File: config.mk
export PLATFORM = sky130hd
export DESIGN_NAME = seven_seg_decoder
export DESIGN_NICKNAME = d
export VERILOG_FILES = /design/src/rtl/seven_seg_pkg.sv /design/src/rtl/seven_seg_glyph_decode.sv /design/src/rtl/seven_seg_decoder.sv
export SDC_FILE = /design/constraint.sdc
export NUM_CORES = 1
export LEC_CHECK = 0
export CAP_MARGIN = 20
export CELL_PAD_IN_SITES_DETAIL_PLACEMENT = 1
export CELL_PAD_IN_SITES_GLOBAL_PLACEMENT = 2
export CORE_MARGIN = 4
export CORE_UTILIZATION = 38
export CTS_BUF_LIST = sky130_fd_sc_hd__clkbuf_8
export DETAILED_ROUTE_END_ITERATION = 10
export GPL_TIMING_DRIVEN = 0
export PLACE_DENSITY = 0.84
export SETUP_SLACK_MARGIN = 0.1
export SYNTH_ARGS = -nofsm -noshare
export SYNTH_HDL_FRONTEND = slang
export SYNTH_SLANG_ARGS = --single-unit
File: constraint.sdc
create_clock -name clk -period 2.8 [get_ports clk]
set_input_delay 0.28 -clock clk [delete_from_list [all_inputs] [get_ports clk]]
set_output_delay 0.28 -clock clk [all_outputs]
set_load 0.02 [all_outputs]
File: src/rtl/seven_seg_pkg.sv
// ============================================================================
// Module      : seven_seg_pkg
// Description : Active-low gfedcba glyph constants and decoder FSM states,
//               shared between the seven-segment display driver and decoder.
// Revision    : 1.0 - initial release
// ============================================================================
`default_nettype none

package seven_seg_pkg;

    localparam logic [6:0] SEG_0 = 7'b1000000;
    localparam logic [6:0] SEG_1 = 7'b1111001;
    localparam logic [6:0] SEG_2 = 7'b0100100;
    localparam logic [6:0] SEG_3 = 7'b0110000;
    localparam logic [6:0] SEG_4 = 7'b0011001;
    localparam logic [6:0] SEG_5 = 7'b0010010;
    localparam logic [6:0] SEG_6 = 7'b0000010;
    localparam logic [6:0] SEG_7 = 7'b1111000;
    localparam logic [6:0] SEG_8 = 7'b0000000;
    localparam logic [6:0] SEG_9 = 7'b0011000;
    localparam logic [6:0] SEG_A = 7'b0001000;
    localparam logic [6:0] SEG_B = 7'b0000011;
    localparam logic [6:0] SEG_C = 7'b1000110;
    localparam logic [6:0] SEG_D = 7'b0100001;
    localparam logic [6:0] SEG_E = 7'b0000100;
    localparam logic [6:0] SEG_F = 7'b0001110;

    typedef enum logic [1:0] {
        HUNT      = 2'd0,
        SETTLE    = 2'd1,
        CAPTURE   = 2'd2,
        WAIT_EDGE = 2'd3
    } seg_state_e;

endpackage

`default_nettype wire

File: src/rtl/seven_seg_glyph_decode.sv
// ============================================================================
// Module      : seven_seg_glyph_decode
// Description : Combinational active-low gfedcba pattern to {legal, nibble}.
// Revision    : 1.0 - initial release
// ============================================================================
`default_nettype none

module seven_seg_glyph_decode
    import seven_seg_pkg::*;
(
    input  logic [6:0] i_led,
    output logic       o_legal,
    output logic [3:0] o_nibble
);

    always_comb begin
        o_legal  = 1'b1;
        o_nibble = 4'h0;
        case (i_led)
            SEG_0:   o_nibble = 4'h0;
            SEG_1:   o_nibble = 4'h1;
            SEG_2:   o_nibble = 4'h2;
            SEG_3:   o_nibble = 4'h3;
            SEG_4:   o_nibble = 4'h4;
            SEG_5:   o_nibble = 4'h5;
            SEG_6:   o_nibble = 4'h6;
            SEG_7:   o_nibble = 4'h7;
            SEG_8:   o_nibble = 4'h8;
            SEG_9:   o_nibble = 4'h9;
            SEG_A:   o_nibble = 4'hA;
            // The lowercase b lacks segment a, so it differs from 6 by one line.
            SEG_B:   o_nibble = 4'hB;
            SEG_C:   o_nibble = 4'hC;
            SEG_D:   o_nibble = 4'hD;
            SEG_E:   o_nibble = 4'hE;
            SEG_F:   o_nibble = 4'hF;
            default: o_legal  = 1'b0;
        endcase
    end

endmodule

`default_nettype wire

File: src/rtl/seven_seg_decoder.sv
// ============================================================================
// Module      : seven_seg_decoder
// Description : Recovers the 8-bit value shown on a 2-digit multiplexed
//               seven-segment bus. Optional macro SEVEN_SEG_DEC_STABLE_EN
//               requires two identical consecutive frames per update.
// Revision    : 1.0 - initial release
// ============================================================================
`default_nettype none

module seven_seg_decoder
    import seven_seg_pkg::*;
#(
    parameter int SETTLE_CYCLES  = 4,
    parameter int TIMEOUT_CYCLES = 2048
) (
    input  logic       clk,
    input  logic       rst,
    input  logic [6:0] led,
    input  logic       sel,
    output logic [7:0] value,
    output logic       value_valid,
    output logic       digit_err,
    output logic       signal_lost
);

    localparam int SETTLE_W  = (SETTLE_CYCLES > 1) ? $clog2(SETTLE_CYCLES) : 1;
    localparam int TIMEOUT_W = $clog2(TIMEOUT_CYCLES + 1);
    localparam logic [SETTLE_W-1:0]  SETTLE_LAST  = SETTLE_W'(SETTLE_CYCLES - 1);
    localparam logic [TIMEOUT_W-1:0] TIMEOUT_MAX  = TIMEOUT_W'(TIMEOUT_CYCLES);
    localparam logic [TIMEOUT_W-1:0] TIMEOUT_LAST = TIMEOUT_W'(TIMEOUT_CYCLES - 1);

    logic [6:0] led_meta_q, led_sync_q;
    logic       sel_meta_q, sel_sync_q, sel_prev_q;

    seg_state_e           state_q, state_d;
    logic [SETTLE_W-1:0]  settle_cnt_q, settle_cnt_d;
    logic [TIMEOUT_W-1:0] timeout_cnt_q, timeout_cnt_d;
    logic                 signal_lost_q, signal_lost_d;
    logic [3:0]           hi_hold_q, hi_hold_d;
    logic [3:0]           lo_hold_q, lo_hold_d;
    logic                 hi_ok_q, hi_ok_d;
    logic [7:0]           value_q, value_d;
    logic                 value_valid_q, value_valid_d;
    logic                 digit_err_q, digit_err_d;
`ifdef SEVEN_SEG_DEC_STABLE_EN
    logic [7:0]           cand_q, cand_d;
    logic                 cand_valid_q, cand_valid_d;
`endif

    logic       w_sel_edge;
    logic       w_legal;
    logic [3:0] w_nibble;
    logic [7:0] w_frame;

    seven_seg_glyph_decode u_glyph (
        .i_led    (led_sync_q),
        .o_legal  (w_legal),
        .o_nibble (w_nibble)
    );

    assign w_sel_edge = sel_sync_q ^ sel_prev_q;
    assign w_frame    = {hi_hold_q, w_nibble};

    always_comb begin
        state_d       = state_q;
        settle_cnt_d  = settle_cnt_q;
        timeout_cnt_d = timeout_cnt_q;
        signal_lost_d = signal_lost_q;
        hi_hold_d     = hi_hold_q;
        lo_hold_d     = lo_hold_q;
        hi_ok_d       = hi_ok_q;
        value_d       = value_q;
        value_valid_d = 1'b0;
        digit_err_d   = 1'b0;
`ifdef SEVEN_SEG_DEC_STABLE_EN
        cand_d        = cand_q;
        cand_valid_d  = cand_valid_q;
`endif

        case (state_q)
            HUNT, WAIT_EDGE: begin
                if (w_sel_edge) begin
                    state_d      = SETTLE;
                    settle_cnt_d = '0;
                end
            end
            SETTLE: begin
                if (w_sel_edge) begin
                    settle_cnt_d = '0;
                end else if (settle_cnt_q == SETTLE_LAST) begin
                    state_d = CAPTURE;
                end else begin
                    settle_cnt_d = settle_cnt_q + 1'b1;
                end
            end
            CAPTURE: begin
                settle_cnt_d = '0;
                // A fresh edge here means led_sync_q is already unsettled; resettle instead.
                if (w_sel_edge) begin
                    state_d = SETTLE;
                end else begin
                    state_d = WAIT_EDGE;
                    if (!w_legal) begin
                        digit_err_d = 1'b1;
                        hi_ok_d     = 1'b0;
`ifdef SEVEN_SEG_DEC_STABLE_EN
                        cand_valid_d = 1'b0;
`endif
                    end else if (!sel_sync_q) begin
                        hi_hold_d = w_nibble;
                        hi_ok_d   = !hi_ok_q;
`ifdef SEVEN_SEG_DEC_STABLE_EN
                        if (hi_ok_q) cand_valid_d = 1'b0;
`endif
                    end else begin
                        lo_hold_d = w_nibble;
                        hi_ok_d   = 1'b0;
                        if (hi_ok_q) begin
`ifdef SEVEN_SEG_DEC_STABLE_EN
                            if (cand_valid_q && (cand_q == w_frame)) begin
                                value_d       = w_frame;
                                value_valid_d = 1'b1;
                            end
                            cand_d       = w_frame;
                            cand_valid_d = 1'b1;
`else
                            value_d       = w_frame;
                            value_valid_d = 1'b1;
`endif
                        end else begin
`ifdef SEVEN_SEG_DEC_STABLE_EN
                            cand_valid_d = 1'b0;
`endif
                        end
                    end
                end
            end
            default: state_d = HUNT;
        endcase

        // Saturating watchdog: fires once, then holds until the next sel edge.
        if (w_sel_edge) begin
            timeout_cnt_d = '0;
            signal_lost_d = 1'b0;
        end else if (timeout_cnt_q != TIMEOUT_MAX) begin
            timeout_cnt_d = timeout_cnt_q + 1'b1;
            if (timeout_cnt_q == TIMEOUT_LAST) begin
                signal_lost_d = 1'b1;
                state_d       = HUNT;
                hi_hold_d     = 4'h0;
                lo_hold_d     = 4'h0;
                hi_ok_d       = 1'b0;
                value_d       = value_q;
                value_valid_d = 1'b0;
                digit_err_d   = 1'b0;
`ifdef SEVEN_SEG_DEC_STABLE_EN
                cand_valid_d  = 1'b0;
`endif
            end
        end
    end

    always_ff @(posedge clk or posedge rst) begin
        if (rst) begin
            led_meta_q    <= 7'h0;
            led_sync_q    <= 7'h0;
            sel_meta_q    <= 1'b0;
            sel_sync_q    <= 1'b0;
            sel_prev_q    <= 1'b0;
            state_q       <= HUNT;
            settle_cnt_q  <= '0;
            timeout_cnt_q <= '0;
            signal_lost_q <= 1'b1;
            hi_hold_q     <= 4'h0;
            lo_hold_q     <= 4'h0;
            hi_ok_q       <= 1'b0;
            value_q       <= 8'h0;
            value_valid_q <= 1'b0;
            digit_err_q   <= 1'b0;
`ifdef SEVEN_SEG_DEC_STABLE_EN
            cand_q        <= 8'h0;
            cand_valid_q  <= 1'b0;
`endif
        end else begin
            led_meta_q    <= led;
            led_sync_q    <= led_meta_q;
            sel_meta_q    <= sel;
            sel_sync_q    <= sel_meta_q;
            sel_prev_q    <= sel_sync_q;
            state_q       <= state_d;
            settle_cnt_q  <= settle_cnt_d;
            timeout_cnt_q <= timeout_cnt_d;
            signal_lost_q <= signal_lost_d;
            hi_hold_q     <= hi_hold_d;
            lo_hold_q     <= lo_hold_d;
            hi_ok_q       <= hi_ok_d;
            value_q       <= value_d;
            value_valid_q <= value_valid_d;
            digit_err_q   <= digit_err_d;
`ifdef SEVEN_SEG_DEC_STABLE_EN
            cand_q        <= cand_d;
            cand_valid_q  <= cand_valid_d;
`endif
        end
    end

    assign value       = value_q;
    assign value_valid = value_valid_q;
    assign digit_err   = digit_err_q;
    assign signal_lost = signal_lost_q;

endmodule

`default_nettype wire
# --- Yosys cells after proc, flatten, opt, wreduce, memory -nomap -nowiden ---
# Cells that the tools add are included.
totals:
  output_inout_bits: 11
  ff_bits: 49
  word_cells: 105
  in_bits: 10
op_classes:
  addsub: 2
  mux: 55
  reduce_logical: 9
  n_eq_ne: 24
  bitwise: 1
op_table:
  columns: ["op", "n"]
  rows:
  - ["8-bit two-way mux", 8]
  - ["4-bit case mux with 15 select lines", 1]
  - ["7-bit == test (second input constant)", 4]
  - ["4-bit two-way mux", 7]
  - ["1-bit two-way mux", 25]
  - ["12-bit two-way mux", 2]
  - ["7-bit by 5-bit == test with 1-bit output (second input constant)", 3]
  - ["7-bit by 6-bit == test with 1-bit output (second input constant)", 3]
  - ["2-bit two-way mux", 10]
  - ["16-bit OR reduction", 1]
  - ["7-bit by 2-bit == test with 1-bit output (second input constant)", 2]
  - ["7-bit by 4-bit == test with 1-bit output (second input constant)", 2]
  - ["12-bit by 1-bit adder with 12-bit output (second input constant)", 1]
  - ["12-bit by 11-bit == test with 1-bit output (second input constant)", 1]
  - ["12-bit != test (second input constant)", 1]
  - ["2-bit case mux with 3 select lines", 2]
  - ["7-bit by 3-bit == test with 1-bit output (second input constant)", 1]
  - ["7-bit zero test", 1]
  - ["2-bit == test (second input constant)", 3]
  - ["3-bit != test (second input constant)", 2]
  - ["2-bit AND reduction", 2]
  - ["2-bit nonzero test", 2]
  - ["2-bit by 1-bit adder with 2-bit output (second input constant)", 1]
  - ["2-bit by 1-bit == test with 1-bit output (second input constant)", 1]
  - ["other kinds (5)", 5]

# --- Logic depth before layout (Yosys ltp) ---
# Gate-level depths: netlist of the first run.
depth:
  word_depth: 10
  ltp_mapped: 8
  mapped_depth_nobuf: 7

# --- Hierarchy ---
# A second synthesis of the first run with hierarchy kept.
hier_totals:
  hier_cells: 215
  hier_area_um2: 2362.3
modules_own_cells:
  columns: ["mod", "n_inst", "seq_area_each_um2", "cells_per_inst", "area_each_um2"]
  rows:
  - ["seven_seg_decoder", 1, 1227.4, 156, 1958.1]
  - ["seven_seg_glyph_decode", 1, 0.0, 59, 404.1]

# --- Worst setup path after synthesis of the first run ---
# OpenSTA, ideal clock, no wires.
synth_path:
  path_kind: "register to register"
  from: "reg led_sync_q[0]"
  to: "reg value_q[0], in the netlist value[0]"
  n_path_buf: 0
  path_stages_with_launch: 7
  required_time_ps: 2675
  synth_period_minus_slack_ps: 2485
  setup_time_ps: 125
  setup_slack_ps: 315
  arrival_time_ps: 2360
  path_cell_list: "dfrtp_1 > or4b_1 > or4b_1 > nand3_2 > nor4_2 > nor3_4 > mux2_2"
synth_via:
  elab_chain_len: 10
  word_cells_on_any_way: 27
  cone_classes: "15 x eq/ne; 10 x mux; 2 x reduce/logical"
synth_lines:
  columns: ["element", "line", "rtl"]
  rows:
  - ["start: declaration", "seven_seg_decoder.sv:32", "logic [6:0] led_meta_q, led_sync_q;"]
  - ["start signal: assignment", "seven_seg_decoder.sv:186", "led_sync_q <= led_meta_q;"]
  - ["7-bit by 4-bit == test with 1-bit output (tied with other cells)", "seven_seg_glyph_decode.sv:19", "case (i_led)"]
  - ["4-bit case mux with 15 select lines", "seven_seg_glyph_decode.sv:19", null]
  - ["8-bit two-way mux", "seven_seg_decoder.sv:118", "if (hi_ok_q) begin"]
  - ["8-bit two-way mux", "seven_seg_decoder.sv:109", "end else if (!sel_sync_q) begin"]
  - ["8-bit two-way mux (*)", "seven_seg_decoder.sv:103", "if (!w_legal) begin"]
  - ["8-bit two-way mux (*)", "seven_seg_decoder.sv:99", "if (w_sel_edge) begin"]
  - ["8-bit two-way mux (*)", "seven_seg_decoder.sv:80", "case (state_q)"]
  - ["8-bit two-way mux", "seven_seg_decoder.sv:147", "if (timeout_cnt_q == TIMEOUT_LAST) begin"]
  - ["8-bit two-way mux", "seven_seg_decoder.sv:145", "end else if (timeout_cnt_q != TIMEOUT_MAX) begin"]
  - ["8-bit two-way mux (*)", "seven_seg_decoder.sv:142", "if (w_sel_edge) begin"]
  - ["end signal: assignment", "seven_seg_decoder.sv:197", "value_q <= value_d;"]
  - ["end: declaration", "seven_seg_decoder.sv:42", "logic [7:0] value_q, value_d;"]
# Mark *: on every way between the ends. The rest lies on a longest branch, timed or not. The select of a mux whose other input is x is not followed.
# A chain may end at the register's enable or synchronous reset.

# --- Worst setup path in the final report of the first run ---
layout_path:
  from: "reg led_sync_q[0]"
  to: "reg value_q[4], in the netlist value[4]"
layout_via:
  elab_chain_len: 9
  word_cells_on_any_way: 24
  cone_classes: "15 x eq/ne; 7 x mux; 2 x reduce/logical"
layout_lines:
  columns: ["element", "line"]
  rows:
  - ["7-bit == test (tied with other cells)", "seven_seg_glyph_decode.sv:19"]
  - ["16-bit OR reduction (no line) (*)", null]
  - ["1-bit two-way mux (*)", "seven_seg_glyph_decode.sv:19"]
  - ["8-bit two-way mux (*)", "seven_seg_decoder.sv:103"]
  - ["8-bit two-way mux (*)", "seven_seg_decoder.sv:99"]
  - ["8-bit two-way mux (*)", "seven_seg_decoder.sv:80"]
  - ["8-bit two-way mux", "seven_seg_decoder.sv:147"]
  - ["8-bit two-way mux", "seven_seg_decoder.sv:145"]
  - ["8-bit two-way mux (*)", "seven_seg_decoder.sv:142"]
# Marks and branches as above.

==> impl_summary.log, run 1 <==
[metrics] post-synthesis simple-gate area fraction: 23.5%
[metrics] Yosys top cell by area: dfrtp_1
[metrics] measured slew at the worst slew-check pin: 747 ps
[metrics] vias in the first global route: 1883
[metrics] floorplan core area: 0.00596 mm²
[metrics] min cycle time layout: 2590 ps
[metrics] clk root buf: clkbuf_8
[metrics] Worst slew margin: 49.8%
[metrics] number of filler cells placed in the layout: 695
[metrics] power density relative to cell area: 509 mW/mm²
[metrics] GR Util All Layers: 14.4%
[metrics] Post-Layout Cell Count: 334
[metrics] worst-path maximum fanout: 9
[metrics] ys flop type: dfrtp_1
[metrics] most frequent standard cell in the layout excluding fill and tap cells: dfrtp_1
[metrics] Req. time, crit path: 2990 ps
[metrics] Netlist Area Pre-Place: 0.00235 mm²
[metrics] Worst R2R Setup Slack: 210 ps
[metrics] wire length per cell: 14.7 µm
[metrics] Async S/R FF share, synth: 100%
[metrics] Synthesis Warnings: 0
[metrics] compound-gate portion of the synthesized area: 8.79%
[metrics] die width: 86.6 µm
[metrics] highest clock rate: 0.387 GHz
[metrics] proportion of netlist area held by the largest area contributor: 51.1%
[metrics] final hold vios: 0
[metrics] clock tree from TritonCTS: yes
[metrics] main combinational cell family by area after synthesis: simple AND/OR/NAND/NOR gates
[metrics] sequential cell area fraction in the yosys report: 52.2%
[metrics] Vias/cell: 5.34
[metrics] number of antenna violations at the first check in global routing: 0
[metrics] post-detailed-route DRC marker count: 0
[metrics] Vert. Die Dim: 86.6 µm
[metrics] max-capacitance violation count: 0
[metrics] setup skew after layout: 9.91 ps
[metrics] Critical Path Sink Type: register
[metrics] ANT nets after route: 0
[metrics] remaining global-route overflow: 0
[metrics] Hold Worst Slack: 183 ps
[metrics] Rows: 28
[metrics] Inserted Clock Buffers: 5
[metrics] fraction of layout instances using a drive strength above 1: 8.49%
[metrics] per-instance average area after synthesis: 10.3 µm²
[metrics] footprint of the multi-input gates: 0.00104 mm²
[metrics] insertion delay to the later sink of the worst-skew pair: 300 ps
[metrics] number of nets at the end of the flow: 273
[metrics] Worst Path Class, Setup: register to register
[metrics] clock-pin slew of the registers on the worst-case setup and hold paths: 90 ps
[metrics] placed instance count: 325
[metrics] unrepaired setup endpoints after global routing: false
[metrics] top cells by area, synth: dfrtp_1 (51%), nor2_1 (4.6%), mux2_2 (3.8%)
[metrics] total detailed-routing wirelength: 4900 µm
[metrics] area of the die: 0.00751 mm²
[metrics] area taken by flip-flops and latches: 0.00123 mm²
[metrics] first-pass GRT wire length: 8650 µm
[metrics] Arrival @ worst endpoint: 2770 ps
[metrics] multiplexer share of the synthesized area: 4.26%
[metrics] count of vias placed by the detailed router: 1783
[metrics] element type at the critical path start: register
[metrics] arithmetic-cell share of the synthesized area counting full adders, half adders and majority gates: 2.66%
[metrics] number of slew-limit violations in the final report: 0
[metrics] count of cell types in the netlist: 43
[metrics] Leakage Power: 0.00120 µW
[metrics] starting density of the core: 39.5%
[metrics] DRT iter0 DRCs: 60
[metrics] worst supply voltage drop on vdd: 204 µV
[metrics] number of H-tree branching levels: 2
[metrics] portion of the clock cycle consumed by the worst path in the final layout: 92.3%
[metrics] commonest cells after routing, fill and taps aside: dfrtp_1 (48), nor2_1 (29), clkdlybuf4s50_1 (20)
[metrics] setup TNS: 0 ps
[metrics] Area Overhead vs Synth: 18.0%
[metrics] number of synthesized flops with an enable pin: 0
[metrics] synthesized instance count: 229
[metrics] length of the first detailed-routing pass in iterations: 4
[metrics] result of the run: finished clean
[metrics] TritonCTS Sinks: 49
[metrics] pin count of the biggest net entering global routing: 44
[metrics] detailed placer's ending HPWL: 3540 µm
[metrics] class of the tightest hold or removal check: input pin to async pin
[metrics] count of state elements after synthesis: 49
[metrics] Post-Place Worst Slack: 77.4 ps
[metrics] final weighted congestion of routability-driven global placement: 0.841
[metrics] I/O pin count: 21
[metrics] number of I/O port buffers: 20
[metrics] maximum clock path buffer count: 2
[metrics] final setup margin: 214 ps
[metrics] final setup vio count: 0
[metrics] XOR/XNOR share of the synthesized area: 4.85%
[metrics] Power, Total: 1410 µW
[metrics] Mapped Nets: 244
[metrics] Diodes inserted: 0
## where the power goes
part           switching (µW)  internal (µW)
combinational             138           95.8
sequential               37.5            751
clock                     221            167
total                     397           1010
## registers in the layout, indices dropped and copies added (netlist names), 2 cells and up
signal and flops:
state_q 2, timeout_cnt_q 12, value 8, hi_hold_q 4, led_sync_q 7, led_meta_q 7, settle_cnt_q 2
## what timing repair did
action,in CTS,in global routing
cloned,0,0
resized for setup,0,2
hold buffers,0,0
setup endpoints to repair,7,9
buffers inserted,0,1
pin swaps,1,1
## area by class of cell
class | count | share of cell area, %
flip-flops and latches | 49 | 44.3
multi-input cells | 158 | 37.7
repair buffers | 22 | 8.66
well taps | 75 | 3.38
clock buffers | 5 | 2.48
plain buffers | 12 | 1.76
inverters | 10 | 1.35
clock inverters | 3 | 0.406
## per-stage QoR
step	utilization (%)	cell area, µm²
CTS	46.1	2740
floorplan	-	2350
detailed placement	44.7	2660
global route	46.6	2770
finish	46.6	2770
global placement	44.4	2640
## worst max-delay path, cell delays in order (launching register included)
cell     delay, ps
dfrtp_1        430
or4b_1         570
or4b_1         540
nand3_2        140
nor4_4          80
nor3_4         230
buf_12         150
mux2_2         330
## cell families (layout without fill, tap and decap cells)
group | count (synthesis) | in the layout
and+or+nand+nor | 98 | 98
DFF | 49 | 49
AOI/OAI and AO/OA | 33 | 33
buffers and inverters | 22 | 52
xor gates and xnor gates | 13 | 13
muxes | 9 | 9
adders and majority gates | 5 | 5
## synthesized netlist by cell type (all sizes together) (4+ instances only)
cell and number:
nand3 11, mux2 8, o21ai 6, clkbuf 11
inv 10, nand4 5, nor4 5, dfrtp 48
nor2 29, xor2 5, or3 5, nor3 11
xnor2 8, nor3b 4, a21oi 12, ha 5
nand2 10
## routing by layer
layer | GRT usage, % | share of wire [%] | vias to the layer above
li1 | - | - | 869
met1 | 18.7 | 47 | 877
met4 | 4.67 | 1.6 | 0
met5 | 0 | 0 | -
met3 | 3.52 | 3.5 | 8
met2 | 23.5 | 48 | 29
## worst paths after layout
check	startpoint	depth (start not counted)	end
setup / recovery	led_sync_q[0]$_DFF_PP0_	7	value[4]$_DFFE_PP0P_
hold / removal	rst	2	led_meta_q[0]$_DFF_PP0_
setup reg to reg	led_sync_q[0]$_DFF_PP0_	7	value[4]$_DFFE_PP0P_
hold reg to reg	led_meta_q[4]$_DFF_PP0_	0	led_sync_q[4]$_DFF_PP0_
max in group asynchronous	rst	3	signal_lost$_DFFE_PP1P_
min in group clk	led_meta_q[4]$_DFF_PP0_	0	led_sync_q[4]$_DFF_PP0_
No activity file was read; power rests on OpenSTA's default activity.
==> inputs of run 2 (changes only) <==
--- a/config.mk
+++ b/config.mk
@@ -8,7 +8,7 @@
 export CAP_MARGIN = 20
 export CELL_PAD_IN_SITES_DETAIL_PLACEMENT = 1
 export CELL_PAD_IN_SITES_GLOBAL_PLACEMENT = 2
-export CORE_MARGIN = 4
+export CORE_MARGIN = 1.5
 export CORE_UTILIZATION = 38
 export CTS_BUF_LIST = sky130_fd_sc_hd__clkbuf_8
 export DETAILED_ROUTE_END_ITERATION = 10
==> impl_summary.log, run 2 (synthesis gave the netlist of run 1 again) <==
[metrics] number of antenna violations at the first check in global routing: 0
[metrics] post-detailed-route DRC marker count: 0
[metrics] max-capacitance violation count: 0
[metrics] worst r2r path cells: 7
[metrics] insertion delay to the later sink of the worst-skew pair: 300 ps
[metrics] GR Util All Layers: 16.3%
[metrics] unrepaired setup endpoints after global routing: false
[metrics] power density relative to cell area: 524 mW/mm²
[metrics] register containing the most flip-flops in the final layout: timeout_cnt_q
[metrics] final setup vio count: 0
[metrics] worst-path maximum fanout: 8
[metrics] Req. time, crit path: 2990 ps
[metrics] maximum clock path buffer count: 2
[metrics] first-pass GRT wire length: 8270 µm
[metrics] setup skew after layout: 8.26 ps
[metrics] Area Overhead vs Synth: 19.2%
[metrics] final hold vios: 0
[metrics] die width: 81.6 µm
[metrics] element type at the critical path start: register
[metrics] number of H-tree branching levels: 2
[metrics] highest clock rate: 0.386 GHz
[metrics] DRT iter0 DRCs: 30
[metrics] measured slew at the worst slew-check pin: 761 ps
[metrics] I/O pin count: 21
[metrics] flip-flop count of the largest register, all copies and words added: 12
[metrics] starting density of the core: 39.5%
[metrics] Worst R2R Start: led_sync_q[0]$_DFF_PP0_
[metrics] footprint of the multi-input gates: 0.00104 mm²
[metrics] setup TNS: 0 ps
[metrics] number of filler cells placed in the layout: 691
[metrics] worst supply voltage drop on vdd: 278 µV
[metrics] Inserted Clock Buffers: 5
[metrics] Vias/cell: 5.16
[metrics] Arrival @ worst endpoint: 2780 ps
[metrics] number of slew-limit violations in the final report: 0
[metrics] TritonCTS Sinks: 49
[metrics] number of I/O port buffers: 20
[metrics] clk root buf: clkbuf_8
[metrics] Worst R2R Setup Slack: 210 ps
[metrics] vias in the first global route: 1728
[metrics] Worst Path Class, Setup: register to register
[metrics] count of vias placed by the detailed router: 1729
[metrics] portion of the clock cycle consumed by the worst path in the final layout: 92.4%
[metrics] final weighted congestion of routability-driven global placement: 0.784
[metrics] wire length per cell: 14.1 µm
[metrics] pin count of the biggest net entering global routing: 42
[metrics] fraction of layout instances using a drive strength above 1: 10.0%
[metrics] remaining global-route overflow: 0
[metrics] detailed placer's ending HPWL: 3420 µm
[metrics] Vert. Die Dim: 81.6 µm
[metrics] Leakage Power: 0.00121 µW
[metrics] Reg-to-Reg End: value[3]$_DFFE_PP0P_
[metrics] ANT nets after route: 0
[metrics] min cycle time layout: 2590 ps
[metrics] Critical Path Sink Type: register
[metrics] Power, Total: 1470 µW
[metrics] area of the die: 0.00666 mm²
[metrics] length of the first detailed-routing pass in iterations: 4
[metrics] commonest cells after routing, fill and taps aside: dfrtp_1 (48), nor2_1 (29), clkdlybuf4s50_1 (20)
[metrics] area taken by flip-flops and latches: 0.00123 mm²
[metrics] Worst slew margin: 48.8%
[metrics] total detailed-routing wirelength: 4710 µm
[metrics] clock tree from TritonCTS: yes
[metrics] class of the tightest hold or removal check: input pin to async pin
[metrics] result of the run: finished clean
[metrics] number of nets at the end of the flow: 274
[metrics] floorplan core area: 0.00596 mm²
[metrics] placed instance count: 325
[metrics] Rows: 28
[metrics] quantity of hold-fixing buffers added after cts: 0
[metrics] most frequent standard cell in the layout excluding fill and tap cells: dfrtp_1
[metrics] clock-pin slew of the registers on the worst-case setup and hold paths: 90 ps
[metrics] Diodes inserted: 0
[metrics] Post-Layout Cell Count: 335
==> run 2: cell type report <==
cell class                      instances  area share, %
Sequential cell                        49           43.8
Multi-Input combinational cell        158           37.3
Clock buffer                            7           3.44
Clock inverter                          1          0.179
Inverter                               10           1.34
Timing Repair Buffer                   23           8.84
Buffer                                 12           1.74
Tap cell                               75           3.35
==> run 2: metrics by stage <==
| step | setup slack [ps] | area [µm²] | utilization (%) | hold WS [ps] |
|---|---|---|---|---|
| global placement | 102 | 2640 | 44.4 | 332 |
| detailed placement | 63.9 | 2660 | 44.7 | 336 |
| floorplan | 315 | 2350 | - | 311 |
| finish | 212 | 2800 | 47.0 | 204 |
| global route | 98.5 | 2800 | 47.0 | 238 |
| CTS | 129 | 2770 | 46.4 | 199 |
==> run 2: metal layers <==
layer | vias up | track usage, % | part of all wire, %
met5 | - | 0 | 0
met4 | 0 | 5.93 | 1.5
met3 | 7 | 3.89 | 2.9
met2 | 24 | 25.2 | 45
met1 | 830 | 22.1 | 50
li1 | 868 | - | -
==> run 2: worst max-delay path, stage by stage (launching register included) <==
cell and delay (ps):
dfrtp_1 440, or4b_1 570, or4b_1 540, nand3_2 150, nor4_4 80, nor3_4 220
buf_12 150, mux2_2 330
==> run 2: how the worst max path moves through the flow <==
stage,start,endpoint,slack (ps),cells past startpoint
2_1_floorplan,led_sync_q[0]$_DFF_PP0_,value[0]$_DFFE_PP0P_,310,6
6_report,led_sync_q[0]$_DFF_PP0_,value[3]$_DFFE_PP0P_,210,7
4_1_cts,led_sync_q[0]$_DFF_PP0_,value[3]$_DFFE_PP0P_,130,6
3_5_place_dp,led_sync_q[0]$_DFF_PP0_,value[3]$_DFFE_PP0P_,60,6
3_3_place_gp,led_sync_q[0]$_DFF_PP0_,value[6]$_DFFE_PP0P_,100,6
5_1_grt,led_sync_q[2]$_DFF_PP0_,hi_ok_q$_DFF_PP0_,100,8
==> run 2: power breakdown <==
part           internal, µW  switching, µW  leakage, µW
logic                  95.1            135     0.000520
registers               751           36.5     0.000633
clock network           223            227    0.0000542
==> run 2: repair_timing <==
action	4_1_cts	5_1_grt
hold endpoints to repair	0	0
buffers inserted	0	2
setup endpoints to repair	7	9
pin swaps	1	1
gates resized for setup	0	2
